**src/rtl/decoder_seq_n.sv**
```systemverilog
// decoder_seq_n: parametrised SEL_W -> 2**SEL_W one-hot decoder with registered
// outputs and built-in sequencing (direct decode, up/down scan, one-shot sweep).
// out is always the registered decode of index (or all-inactive), so the two
// never disagree.
module decoder_seq_n #(
  parameter int unsigned SEL_W      = 4,
  parameter int unsigned DWELL      = 4,
  parameter int unsigned ACTIVE_LOW = 0
) (
  input  logic                     clk,
  input  logic                     rst_n,
  input  logic                     enable,
  input  logic [1:0]               mode,
  input  logic [SEL_W-1:0]         select,
  input  logic                     load,
  output logic [(1 << SEL_W)-1:0]  out,
  output logic [SEL_W-1:0]         index,
  output logic                     busy,
  output logic                     wrap,
  output logic                     done
);

  localparam int unsigned OUT_W   = 1 << SEL_W;
  localparam int unsigned DWELL_W = 8;

  // Last dwell count before a step; DWELL is limited to 1..255.
  localparam logic [DWELL_W-1:0] DWELL_LAST = DWELL_W'(DWELL - 1);

  localparam logic [1:0] MODE_DIRECT = 2'b00;
  localparam logic [1:0] MODE_UP     = 2'b01;
  localparam logic [1:0] MODE_DOWN   = 2'b10;
  localparam logic [1:0] MODE_SWEEP  = 2'b11;

  localparam logic [OUT_W-1:0] ONE_HOT_LSB = OUT_W'(1);
  localparam logic [OUT_W-1:0] OUT_IDLE    = (ACTIVE_LOW != 0) ? {OUT_W{1'b1}} : {OUT_W{1'b0}};

  typedef enum logic [1:0] {
    ST_IDLE   = 2'b00,
    ST_DIRECT = 2'b01,
    ST_SCAN   = 2'b10,
    ST_SWEEP  = 2'b11
  } state_e;

  state_e              state_q, state_d;
  logic [1:0]          mode_q, mode_d;
  logic [SEL_W-1:0]    index_q, index_d;
  logic [DWELL_W-1:0]  dwell_q, dwell_d;
  logic                busy_q, busy_d;
  logic                wrap_q, wrap_d;
  logic                done_q, done_d;
  logic [OUT_W-1:0]    out_q, out_d;

  logic [SEL_W-1:0]    index_up;
  logic [SEL_W-1:0]    index_dn;
  logic                at_top;
  logic                at_bottom;
  logic                dwell_end;
  logic                scan_restart;
  logic [OUT_W-1:0]    one_hot;

  // Neighbour indices wrap modulo 2**SEL_W by construction.
  assign index_up     = index_q + SEL_W'(1);
  assign index_dn     = index_q - SEL_W'(1);
  assign at_top       = (index_q == {SEL_W{1'b1}});
  assign at_bottom    = (index_q == {SEL_W{1'b0}});
  assign dwell_end    = (dwell_q == DWELL_LAST);

  // Scan reloads from select on load, on entry, or on a direction change.
  assign scan_restart = load || (state_q != ST_SCAN) || (mode_q != mode);

  // Next-state, next-index and registered-output computation.
  always_comb begin
    state_d = state_q;
    mode_d  = mode_q;
    index_d = index_q;
    dwell_d = dwell_q;
    busy_d  = busy_q;
    wrap_d  = 1'b0;
    done_d  = 1'b0;

    if (enable) begin
      mode_d = mode;
      case (mode)
        MODE_DIRECT: begin
          state_d = ST_DIRECT;
          index_d = select;
          dwell_d = '0;
          busy_d  = 1'b0;
        end

        MODE_UP, MODE_DOWN: begin
          state_d = ST_SCAN;
          busy_d  = 1'b0;
          if (scan_restart) begin
            index_d = select;
            dwell_d = '0;
          end else if (dwell_end) begin
            dwell_d = '0;
            if (mode == MODE_UP) begin
              index_d = index_up;
              wrap_d  = at_top;
            end else begin
              index_d = index_dn;
              wrap_d  = at_bottom;
            end
          end else begin
            dwell_d = dwell_q + DWELL_W'(1);
          end
        end

        MODE_SWEEP: begin
          if (load) begin
            state_d = ST_SWEEP;
            index_d = select;
            dwell_d = '0;
            busy_d  = 1'b1;
          end else if (state_q == ST_SWEEP) begin
            if (dwell_end) begin
              dwell_d = '0;
              if (at_top) begin
                state_d = ST_IDLE;
                busy_d  = 1'b0;
                done_d  = 1'b1;
              end else begin
                index_d = index_up;
              end
            end else begin
              dwell_d = dwell_q + DWELL_W'(1);
            end
          end else begin
            // Waiting for load; also the landing state when a scan/direct is aborted.
            state_d = ST_IDLE;
            dwell_d = '0;
            busy_d  = 1'b0;
          end
        end

        default: begin
          state_d = ST_IDLE;
          dwell_d = '0;
          busy_d  = 1'b0;
        end
      endcase
    end

    one_hot = ONE_HOT_LSB << index_d;
    if (enable && (state_d != ST_IDLE)) begin
      out_d = (ACTIVE_LOW != 0) ? ~one_hot : one_hot;
    end else begin
      out_d = OUT_IDLE;
    end
  end

  // State, index, dwell and output registers.
  always_ff @(posedge clk or negedge rst_n) begin
    if (!rst_n) begin
      state_q <= ST_IDLE;
      mode_q  <= MODE_DIRECT;
      index_q <= '0;
      dwell_q <= '0;
      busy_q  <= 1'b0;
      wrap_q  <= 1'b0;
      done_q  <= 1'b0;
      out_q   <= OUT_IDLE;
    end else begin
      state_q <= state_d;
      mode_q  <= mode_d;
      index_q <= index_d;
      dwell_q <= dwell_d;
      busy_q  <= busy_d;
      wrap_q  <= wrap_d;
      done_q  <= done_d;
      out_q   <= out_d;
    end
  end

  assign out   = out_q;
  assign index = index_q;
  assign busy  = busy_q;
  assign wrap  = wrap_q;
  assign done  = done_q;

endmodule

```
**config.mk**
```make
export PLATFORM = sky130hd
export DESIGN_NAME = decoder_seq_n
export DESIGN_NICKNAME = d
export VERILOG_FILES = /design/src/rtl/decoder_seq_n.sv
export SDC_FILE = /design/constraint.sdc
export NUM_CORES = 1
export LEC_CHECK = 0
export ABC_AREA = 1
export BUFFER_PORTS_ARGS = -buffer_cell sky130_fd_sc_hd__buf_2
export CAP_MARGIN = 20
export CORE_ASPECT_RATIO = 0.8
export CORE_MARGIN = 2
export CORE_UTILIZATION = 58
export CTS_BUF_LIST = sky130_fd_sc_hd__clkbuf_8
export DETAILED_ROUTE_END_ITERATION = 6
export PLACE_DENSITY = 0.82
export SLEW_MARGIN = 20
export SYNTH_ARGS = -nofsm -noshare
export SYNTH_HDL_FRONTEND = slang
export SYNTH_SLANG_ARGS = --single-unit
```
**constraint.sdc**
```tcl
create_clock -name clk -period 2 [get_ports clk]
set_input_delay 0.6 -clock clk [delete_from_list [all_inputs] [get_ports clk]]
set_output_delay 0.6 -clock clk [all_outputs]
set_load 0.01 [all_outputs]
```
==> impl_metrics.json, run 1 <==
{
  "ir_worst_vdd_mv": 0.651,
  "fin_skew_ps": 4.24,
  "synthesis.area_mm2": 0.00201,
  "ios": 33,
  "slew_headroom_pct": 71.2,
  "endpoint_kind": "flip-flop",
  "nNetsFinal": 328,
  "dieArea_mm2": 0.00395,
  "crit_required_ps": 2220,
  "cts-root-buf": "clkbuf_8",
  "r2r_end": "out[10]",
  "cts_tree": "built",
  "yosys.area.top_type": "dfrtp_1",
  "cp.depth": 13,
  "diodes": 0,
  "synth_cell_type_count": 28,
  "die_h_um": 56.6,
  "die_w_um": 69.7,
  "cts_sinks": 35,
  "syn_area_per_cell_um2": 7.90,
  "rrSetupSlack_ps": 90,
  "globalplace.congestion": 0.957,
  "clkLatencyLatePin_ps": 300,
  "drc": 0,
  "slew_viol_final": 0,
  "coreArea_mm2": 0.00338,
  "hold_viol_final": 0,
  "first_iter_violations": 118,
  "grt_pass1_wl_um": 7470,
  "routedWlPerCell_um": 13.2,
  "hp-class": "input pin to async pin",
  "slowest_delay_ps": 420,
  "synthCells": 254,
  "path_cells": "nor2_1, nand2_2, nor2_4, buf_6, buf_4, nor2_2, a21oi_2, nand2_1, nand2_2, nand2_2, nand2_4, nand4_1, nor2_1",
  "final_area_mm2": 0.00252,
  "leakagePower_nw": 1.35,
  "r2r_start": "dwell_q[6]",
  "cp.arrival_ps": 2130,
  "crit_type": "flip-flop to flip-flop",
  "power_density_mw_per_mm2": 712,
  "critPathBufInv": 2,
  "initial_core_util_pct": 59.4,
  "crit_slowest_cell": "dfrtp_1",
  "synth-seq-area-share_pct": 43.7,
  "fin_crit_sh_pct": 95.6,
  "tightestPinTransition_ps": 432,
  "grt_pass1_vias": 1771,
  "critPathTopFamily": "simple AND/OR/NAND/NOR gates",
  "hpwlAfterDp_um": 3340,
  "start_kind": "flip-flop",
  "h-tree-depth": 2,
  "fillers": 244,
  "synthTopCellsByArea": "dfrtp_1 44%, nand2_1 11%, nor2_1 6.2%",
  "crit_fanout": 5,
  "grt_usage_pct": 24.2,
  "area_delta_synth_final_pct": 25.8,
  "drt_first_pass_iters": 4,
  "place_area_mm2": 0.00232,
  "cts_buffer_depth": 2,
  "synth_warnings": 0,
  "wl_um": 4670,
  "syn-num-nets": 271,
  "antenna_found_initial": 0,
  "outcome": "finished clean",
  "final.min_clock_period_ps": 1910,
  "port_buffers": 32,
  "rows": 19,
  "drv_cap": 0,
  "crit_top_cell": "nand2_2",
  "yosys_register_bits": 35,
  "r2r_cells": 13,
  "avgViaCountPerCell": 5.35,
  "timing.hold.ws_ps": 317,
  "max_freq_mhz": 523,
  "cts_buffers": 5,
  "yosysTopAreaCellShare_pct": 43.7,
  "grt_overflow": 0,
  "grt_max_degree": 36,
  "setup_violations": 0,
  "vias": 1895,
  "cts.clk_slew.worst_paths_ps": 70,
  "drive_above_1_share_pct": 28.5,
  "drtAntennaViolNets": 0
}
==> cell families (layout without fill, tap and decap cells) <==
| kind of cell | Yosys count | after routing | synth area share (%) |
|---|---|---|---|
| AND/OR/NAND/NOR | 148 | 148 | 34.9 |
| flip-flops | 35 | 35 | 43.7 |
| buffers and inverters | 34 | 92 | 6.86 |
| AO/OA/AOI/OAI | 24 | 24 | 7.61 |
| adder cells (fa/ha/maj) | 7 | 7 | 4.37 |
| XOR/XNOR | 6 | 6 | 2.62 |
==> timing repair <==
item	CTS	global route
gates cloned	0	1
hold buffers	0	0
buffers inserted	0	4
endpoints found under the hold margin	0	0
endpoints found under the setup margin	2	16
resized for setup	1	10
pin swaps	0	6
==> area by class of cell <==
| class | instances | area, um^2 | area share (%) |
|---|---|---|---|
| clock buffers | 5 | 68.8 | 2.73 |
| clock inverters | 3 | 43.8 | 1.74 |
| inverters | 29 | 109 | 4.31 |
| multi-input cells | 185 | 1040 | 41.2 |
| flip-flops and latches | 35 | 876 | 34.7 |
| well taps | 42 | 52.6 | 2.08 |
| repair buffers | 55 | 334 | 13.2 |
==> cell usage in the layout (no fill, tap or decap), types with 2 or more instances in the layout <==
cell,netlist,final
nand2_4,1,3
o21ai_1,2,3
nor3_1,3,3
clkbuf_8,0,5
a211oi_1,2,2
nand2_2,10,8
a21oi_1,6,6
nor2_1,33,32
buf_2,2,33
nand3_1,21,18
a21oi_4,1,2
xor2_1,5,5
ha_1,7,6
o21ai_0,8,7
buf_4,0,21
nor2_2,2,3
nand2_1,60,60
nand3_2,2,5
dfrtp_1,35,35
nor2_4,2,2
nand4_1,13,13
inv_1,29,29
==> state kept, by name (all words and copies together) (netlist names) <==
| signal | flops |
|---|---|
| out | 16 |
| dwell_q | 8 |
| done | 1 |
| wrap | 1 |
| index | 4 |
| busy | 1 |
| mode_q | 2 |
| state_q | 2 |
==> worst max-delay path by stage <==
stage / start / endpoint / slack [ps]
floorplan: mode[1] / out[10] / 220
global placement: mode[0] / out[6] / -80
detailed placement: mode[0] / out[3] / -150
CTS: dwell_q[0] / out[7] / 30
global route: dwell_q[4] / out[10] / -40
finish: dwell_q[6] / out[10] / 90
==> through the flow <==
step | TNS (ps) | std cells | setup WS (ps) | total power [mW] | utilization (%)
after floorplan | 0 | 254 | 217 | 1.02 | -
after global placement | -739 | 341 | -79.5 | 1.14 | 68.9
after detailed placement | -2010 | 341 | -148 | 1.15 | 68.9
after CTS | 0 | 349 | 29.6 | 1.78 | 72.3
after global routing | -36.5 | 354 | -35.7 | 1.89 | 74.8
final | 0 | 354 | 88.3 | 1.80 | 74.8
==> layer usage <==
metal  track usage (%)  vias to the layer above  wire, um
met5                 0                        -         0
met4              7.42                        0        40
met3              6.64                        5       282
met2              41.3                       57      2330
met1              30.4                      898      2020
li1                  -                      935         -
==> where the power goes <==
group	switching, mW	total (mW)	leakage (nW)	internal [mW]
clock network	0.264	0.634	0.0581	0.371
registers	0.0346	0.779	0.473	0.745
logic	0.241	0.385	0.817	0.144
total	0.539	1.80	1.35	1.26
==> cells in the mapped netlist (all sizes together) <==
library cell,n
o21ai,10
nand4,13
inv,29
nand2,71
a21oi,9
buf,3
o21bai,1
o211ai,1
ha,7
nor2,38
clkbuf,2
nor3,3
a41oi,1
xnor2,1
dfrtp,35
a211oi,2
nand3,23
xor2,5
No activity file was read; power rests on OpenSTA's default activity.
==> run 2, diff against run 1 <==
==> constraint.sdc (replaced) <==
create_clock -name clk -period 2 [get_ports clk]
set_input_delay 0.2 -clock clk [delete_from_list [all_inputs] [get_ports clk]]
set_output_delay 0.2 -clock clk [all_outputs]
set_load 0.01 [all_outputs]
==> impl_metrics.json, run 2 (synthesis gave the netlist of run 1 again) <==
{
  "start_kind": "flip-flop",
  "cts-root-buf": "clkbuf_8",
  "vias": 1837,
  "r2r_cells": 12,
  "routedWlPerCell_um": 13.7,
  "globalplace.congestion": 0.907,
  "drive_above_1_share_pct": 28.2,
  "wl_um": 4690,
  "initial_core_util_pct": 59.4,
  "ios": 33,
  "r2r_start": "dwell_q[4]",
  "grt_pass1_wl_um": 7690,
  "grt_overflow": 0,
  "slew_viol_final": 0,
  "hold_viol_final": 35,
  "crit_start": "dwell_q[4]",
  "power_mw": 1.65,
  "power_density_mw_per_mm2": 679,
  "grt_pass1_vias": 1660,
  "violations": "hold timing",
  "cts_tree": "built",
  "clkLatencyLatePin_ps": 290,
  "die_h_um": 56.6,
  "cts_buffer_depth": 2,
  "ir_worst_vdd_mv": 0.452,
  "cts_sinks": 35,
  "antenna_found_initial": 0,
  "crit_required_ps": 2230,
  "diodes": 0,
  "cts.clk_slew.worst_paths_ps": 70,
  "drv_cap": 0,
  "timing.hold.ws_ps": -35.1,
  "fin_crit_sh_pct": 96.7,
  "h-tree-depth": 2,
  "leakagePower_nw": 1.27,
  "cp.arrival_ps": 2160,
  "nNetsFinal": 317,
  "grt_max_degree": 36,
  "hpwlAfterDp_um": 3310,
  "holdBufCountCts": 0,
  "drt_first_pass_iters": 4,
  "max_freq_mhz": 517,
  "fin_skew_ps": 3.63,
  "final_cell_mix": "56 x nand2_1, 34 x dfrtp_1, 32 x nor2_1, 32 x buf_2, 29 x inv_1",
  "rows": 19,
  "setup_violations": 0,
  "slew_headroom_pct": 50.8,
  "die_w_um": 69.7,
  "r2r_end": "out[5]",
  "crit_slowest_cell": "dfrtp_1",
  "outcome": "complete, but fails checks",
  "crit_fanout": 8,
  "cts_buffers": 5,
  "path_cells": "nor2_2, nand2_2, nor2_4, buf_4, inv_1, nand3_1, nand2_1, nand2_1, nand4_1, nand2_2, nand2_4, nor2_1",
  "hp-class": "input pin to async pin",
  "port_buffers": 32,
  "finalSetupTns_ps": 0,
  "drtAntennaViolNets": 0,
  "dieArea_mm2": 0.00395,
  "area_delta_synth_final_pct": 21.5,
  "final.min_clock_period_ps": 1930,
  "place_area_mm2": 0.00223,
  "tightestPinTransition_ps": 738,
  "largest_reg_flops": 16,
  "first_iter_violations": 102,
  "drc": 0,
  "coreArea_mm2": 0.00338,
  "rrSetupSlack_ps": 70,
  "slowest_delay_ps": 430,
  "final_area_mm2": 0.00244,
  "crit_type": "flip-flop to flip-flop",
  "avgViaCountPerCell": 5.36,
  "grt_usage_pct": 24.9,
  "final_util_pct": 72.2,
  "layout_commonest_cell": "nand2_1",
  "endpoint_kind": "flip-flop"
}
## run 2: cell count changes in the layout (fill, tap and decap cells not counted), sizes merged
cell / previous run / this run
buf: 55 / 44
bufinv: 1 / 0
clkinv: 2 / 1
clkinvlp: 0 / 1
inv: 29 / 30
## run 2: final cells by class
cell class / count / area (um^2)
clock buffers: 5 / 68.8
clock inverters: 3 / 16.3
fillers: 271 / 940
inverters: 29 / 109
multi-input cells: 185 / 1060
flip-flops and latches: 35 / 877
well taps: 42 / 52.6
repair buffers: 44 / 250
## run 2: timing repair
item                       in CTS  in global routing
gates resized for setup         0                 19
pin swaps                       1                  7
buffers inserted                0                  7
setup endpoints to repair       3                 16
## run 2: through the flow
step	setup slack [ps]	hold slack (ps)	instances
2_1_floorplan	251	-95.6	254
3_3_place_gp	39.5	307	328
3_5_place_dp	26.9	317	328
4_1_cts	13.8	0.287	336
5_1_grt	-60.7	39.7	343
6_report	66.8	-35.1	343
## run 2: how the worst max path moves through the flow
stage	to	slack [ps]	depth (start not counted)
6_report	out[5]	70	12
5_1_grt	out[9]	-60	13
4_1_cts	out[9]	10	10
3_5_place_dp	out[14]	30	10
3_3_place_gp	out[14]	40	10
2_1_floorplan	out[10]	250	10
## run 2: power by group
part	switching, mW	leakage, nW	internal, mW
logic	0.246	0.756	0.132
registers	0.0364	0.472	0.745
clock network	0.257	0.0453	0.238
total	0.540	1.27	1.12
## run 2: critical path: cells and delay by family (launching register included)
family | cells | cell delay, ps
flip-flops | 1 | 430
buffers and inverters | 2 | 200
AND/OR/NAND/NOR | 10 | 1240
## run 2: per-layer routing
metal,up-vias,share of wire [%],GRT usage [%]
met3,13,6.3,5.75
met4,0,2.2,10.4
met2,68,47,38.3
met1,845,44,34.1
met5,-,0,0
li1,911,-,-
==> run 3, diff against run 2 <==
--- a/config.mk
+++ b/config.mk
@@ -5,15 +5,14 @@
 export SDC_FILE = /design/constraint.sdc
 export NUM_CORES = 1
 export LEC_CHECK = 0
-export ABC_AREA = 1
 export BUFFER_PORTS_ARGS = -buffer_cell sky130_fd_sc_hd__buf_2
 export CAP_MARGIN = 20
 export CORE_ASPECT_RATIO = 0.8
 export CORE_MARGIN = 2
-export CORE_UTILIZATION = 58
+export CORE_UTILIZATION = 63
 export CTS_BUF_LIST = sky130_fd_sc_hd__clkbuf_8
 export DETAILED_ROUTE_END_ITERATION = 6
-export PLACE_DENSITY = 0.82
+export PLACE_DENSITY = 0.88
 export SLEW_MARGIN = 20
 export SYNTH_ARGS = -nofsm -noshare
 export SYNTH_HDL_FRONTEND = slang
==> constraint.sdc (replaced) <==
create_clock -name clk -period 2.5 [get_ports clk]
set_input_delay 0.25 -clock clk [delete_from_list [all_inputs] [get_ports clk]]
set_output_delay 0.25 -clock clk [all_outputs]
set_load 0.01 [all_outputs]
==> impl_metrics.json, run 3 <==
{
  "power_mw": 1.44,
  "vias": 1845,
  "yosys_register_bits": 35,
  "grt_max_degree": 36,
  "cts_sinks": 35,
  "synthCells": 206,
  "yosysTopAreaCellShare_pct": 42.7,
  "cp.arrival_ps": 2580,
  "nNetsFinal": 265,
  "ios": 33,
  "hpwlAfterDp_um": 3610,
  "synth-edff-count": 0,
  "drt_first_pass_iters": 5,
  "synthTopCellsByArea": "dfrtp_1 43%, ha_1 4.3%, nor4b_1 3.0%",
  "port_buffers": 32,
  "diodes": 0,
  "dieArea_mm2": 0.00373,
  "crit_fanout": 9,
  "initial_core_util_pct": 66.0,
  "synth_warnings": 0,
  "die_h_um": 55.0,
  "cts_tree": "built",
  "cts.clk_slew.worst_paths_ps": 70,
  "avgViaCountPerCell": 6.38,
  "first_iter_violations": 262,
  "layout_commonest_cell": "dfrtp_1",
  "clkLatencyLatePin_ps": 290,
  "rrSetupSlack_ps": 100,
  "cts_buffer_depth": 2,
  "synthesis.area_mm2": 0.00205,
  "hold_viol_final": 0,
  "antenna_found_initial": 0,
  "r2r_start": "dwell_q[0]",
  "globalplace.congestion": 0.940,
  "rows": 18,
  "final.min_clock_period_ps": 2400,
  "slew_viol_final": 0,
  "grt_pass1_wl_um": 7940,
  "wl_um": 5220,
  "routedWlPerCell_um": 18.1,
  "coreArea_mm2": 0.00311,
  "finalSetupTns_ps": 0,
  "die_w_um": 67.8,
  "grt_setup_unrepaired": "yes",
  "power_density_mw_per_mm2": 582,
  "grt_usage_pct": 29.8,
  "synthArstFlopShare_pct": 100,
  "synth-seq-area-share_pct": 42.7,
  "yosysMostFrequentCell": "dfrtp_1",
  "slew_headroom_pct": 51.3,
  "outcome": "finished clean",
  "drc": 0,
  "grt_pass1_vias": 1605,
  "max_freq_mhz": 417,
  "cts_buffers": 5,
  "area_delta_synth_final_pct": 20.5,
  "endpoint_kind": "flip-flop",
  "ir_worst_vdd_mv": 0.580,
  "drive_above_1_share_pct": 30.1,
  "fin_skew_ps": 4.28,
  "drv_cap": 0,
  "final_util_pct": 79.6,
  "crit_required_ps": 2680,
  "yosys.area.top_type": "dfrtp_1",
  "synth_flop_cell": "dfrtp_1",
  "fin_crit_sh_pct": 95.9,
  "hp-class": "input pin to async pin",
  "placed_cells": 281,
  "synthTopCellsByCount": "35 x dfrtp_1, 13 x inv_1, 11 x nand3_1, 11 x o21ai_0, 9 x a21oi_1",
  "largest_reg_flops": 16,
  "start_kind": "flip-flop",
  "crit_start": "dwell_q[0]",
  "fillers": 182,
  "drtAntennaViolNets": 0,
  "h-tree-depth": 2,
  "tightestPinTransition_ps": 731,
  "r2r_end": "out[15]",
  "grt_overflow": 0,
  "cts-root-buf": "clkbuf_8",
  "final_cell_mix": "35 x dfrtp_1, 32 x buf_2, 15 x buf_4, 13 x inv_1, 11 x nand3_1",
  "leakagePower_nw": 1.14,
  "syn-num-nets": 223,
  "r2r_cells": 7,
  "setup_violations": 0,
  "crit_type": "flip-flop to flip-flop",
  "final_cell_count_no_fill": 289,
  "syn_area_per_cell_um2": 9.96,
  "synth_cell_type_count": 52
}
run 3: changes by cell type after synthesis, sizes merged, moves of 5 or more:
cell,before,now
nor4,0,6
nand3,23,12
nor4b,0,10
a31oi,0,5
nand4,13,3
nand2,71,8
buf,3,8
inv,29,14
nor2,38,8
run 3: area by class of cell:
cell class | count | area, um^2 | area share, %
clock buffers | 6 | 82.6 | 3.34
clock inverters | 2 | 35.0 | 1.42
inverters | 14 | 52.6 | 2.12
multi-input cells | 145 | 1100 | 44.7
flip-flops and latches | 35 | 876 | 35.4
well taps | 40 | 50.0 | 2.02
repair buffers | 47 | 273 | 11.0
run 3: power breakdown:
group	total, mW	switching (mW)	internal [mW]
clock network	0.529	0.207	0.322
registers	0.621	0.0295	0.591
logic	0.291	0.179	0.112
total	1.44	0.415	1.03
run 3: per-layer routing:
metal	vias to the layer above	share of wire, %	GRT usage [%]
met5	-	0	0
met4	0	1.2	8.67
met3	9	7.6	8.30
met2	106	47	44.1
met1	882	45	42.8
li1	848	-	-
run 3: critical path: stages (launching register included):
cell     delay [ps]
dfrtp_1         400
ha_1            190
nor4b_4         290
and2_4          260
a311o_2         210
a21oi_1          60
o21ai_0         580
and4b_1         290
run 3: repair_timing:
item	in CTS	in global routing
pin swaps	0	1
hold buffers	0	0
setup buffers	0	0
endpoints found under the setup margin	2	11
resized for setup	1	12
run 3: cell families (layout without fill, tap and decap cells):
group | count (synthesis) | after routing | share of synthesized area [%]
multiplexers | 4 | 4 | 2.13
XOR/XNOR | 5 | 5 | 2.13
AO/OA/AOI/OAI | 45 | 45 | 15.4
buffers and inverters | 26 | 69 | 6.10
adder cells (fa/ha/maj) | 7 | 7 | 4.27
AND/OR/NAND/NOR | 84 | 84 | 27.3
flip-flops | 35 | 35 | 42.7
run 3: how the worst max path moves through the flow:
stage	to	slack, ps	depth (start not counted)
floorplan	out[15]	290	8
global placement	out[5]	30	8
detailed placement	out[15]	-20	9
CTS	out[1]	30	7
global route	out[2]	-60	7
finish	out[15]	100	7
run 3: metrics by stage:
step / cell area (um^2) / hold slack [ps] / worst slack, ps
after detailed placement: 2300 / 358 / -22.4
after CTS: 2420 / 48.1 / 27.2
final: 2470 / 7.42 / 102
after global placement: 2300 / 366 / 26.8
after global routing: 2470 / 91.9 / -62.1
after floorplan: 2050 / -45.6 / 288
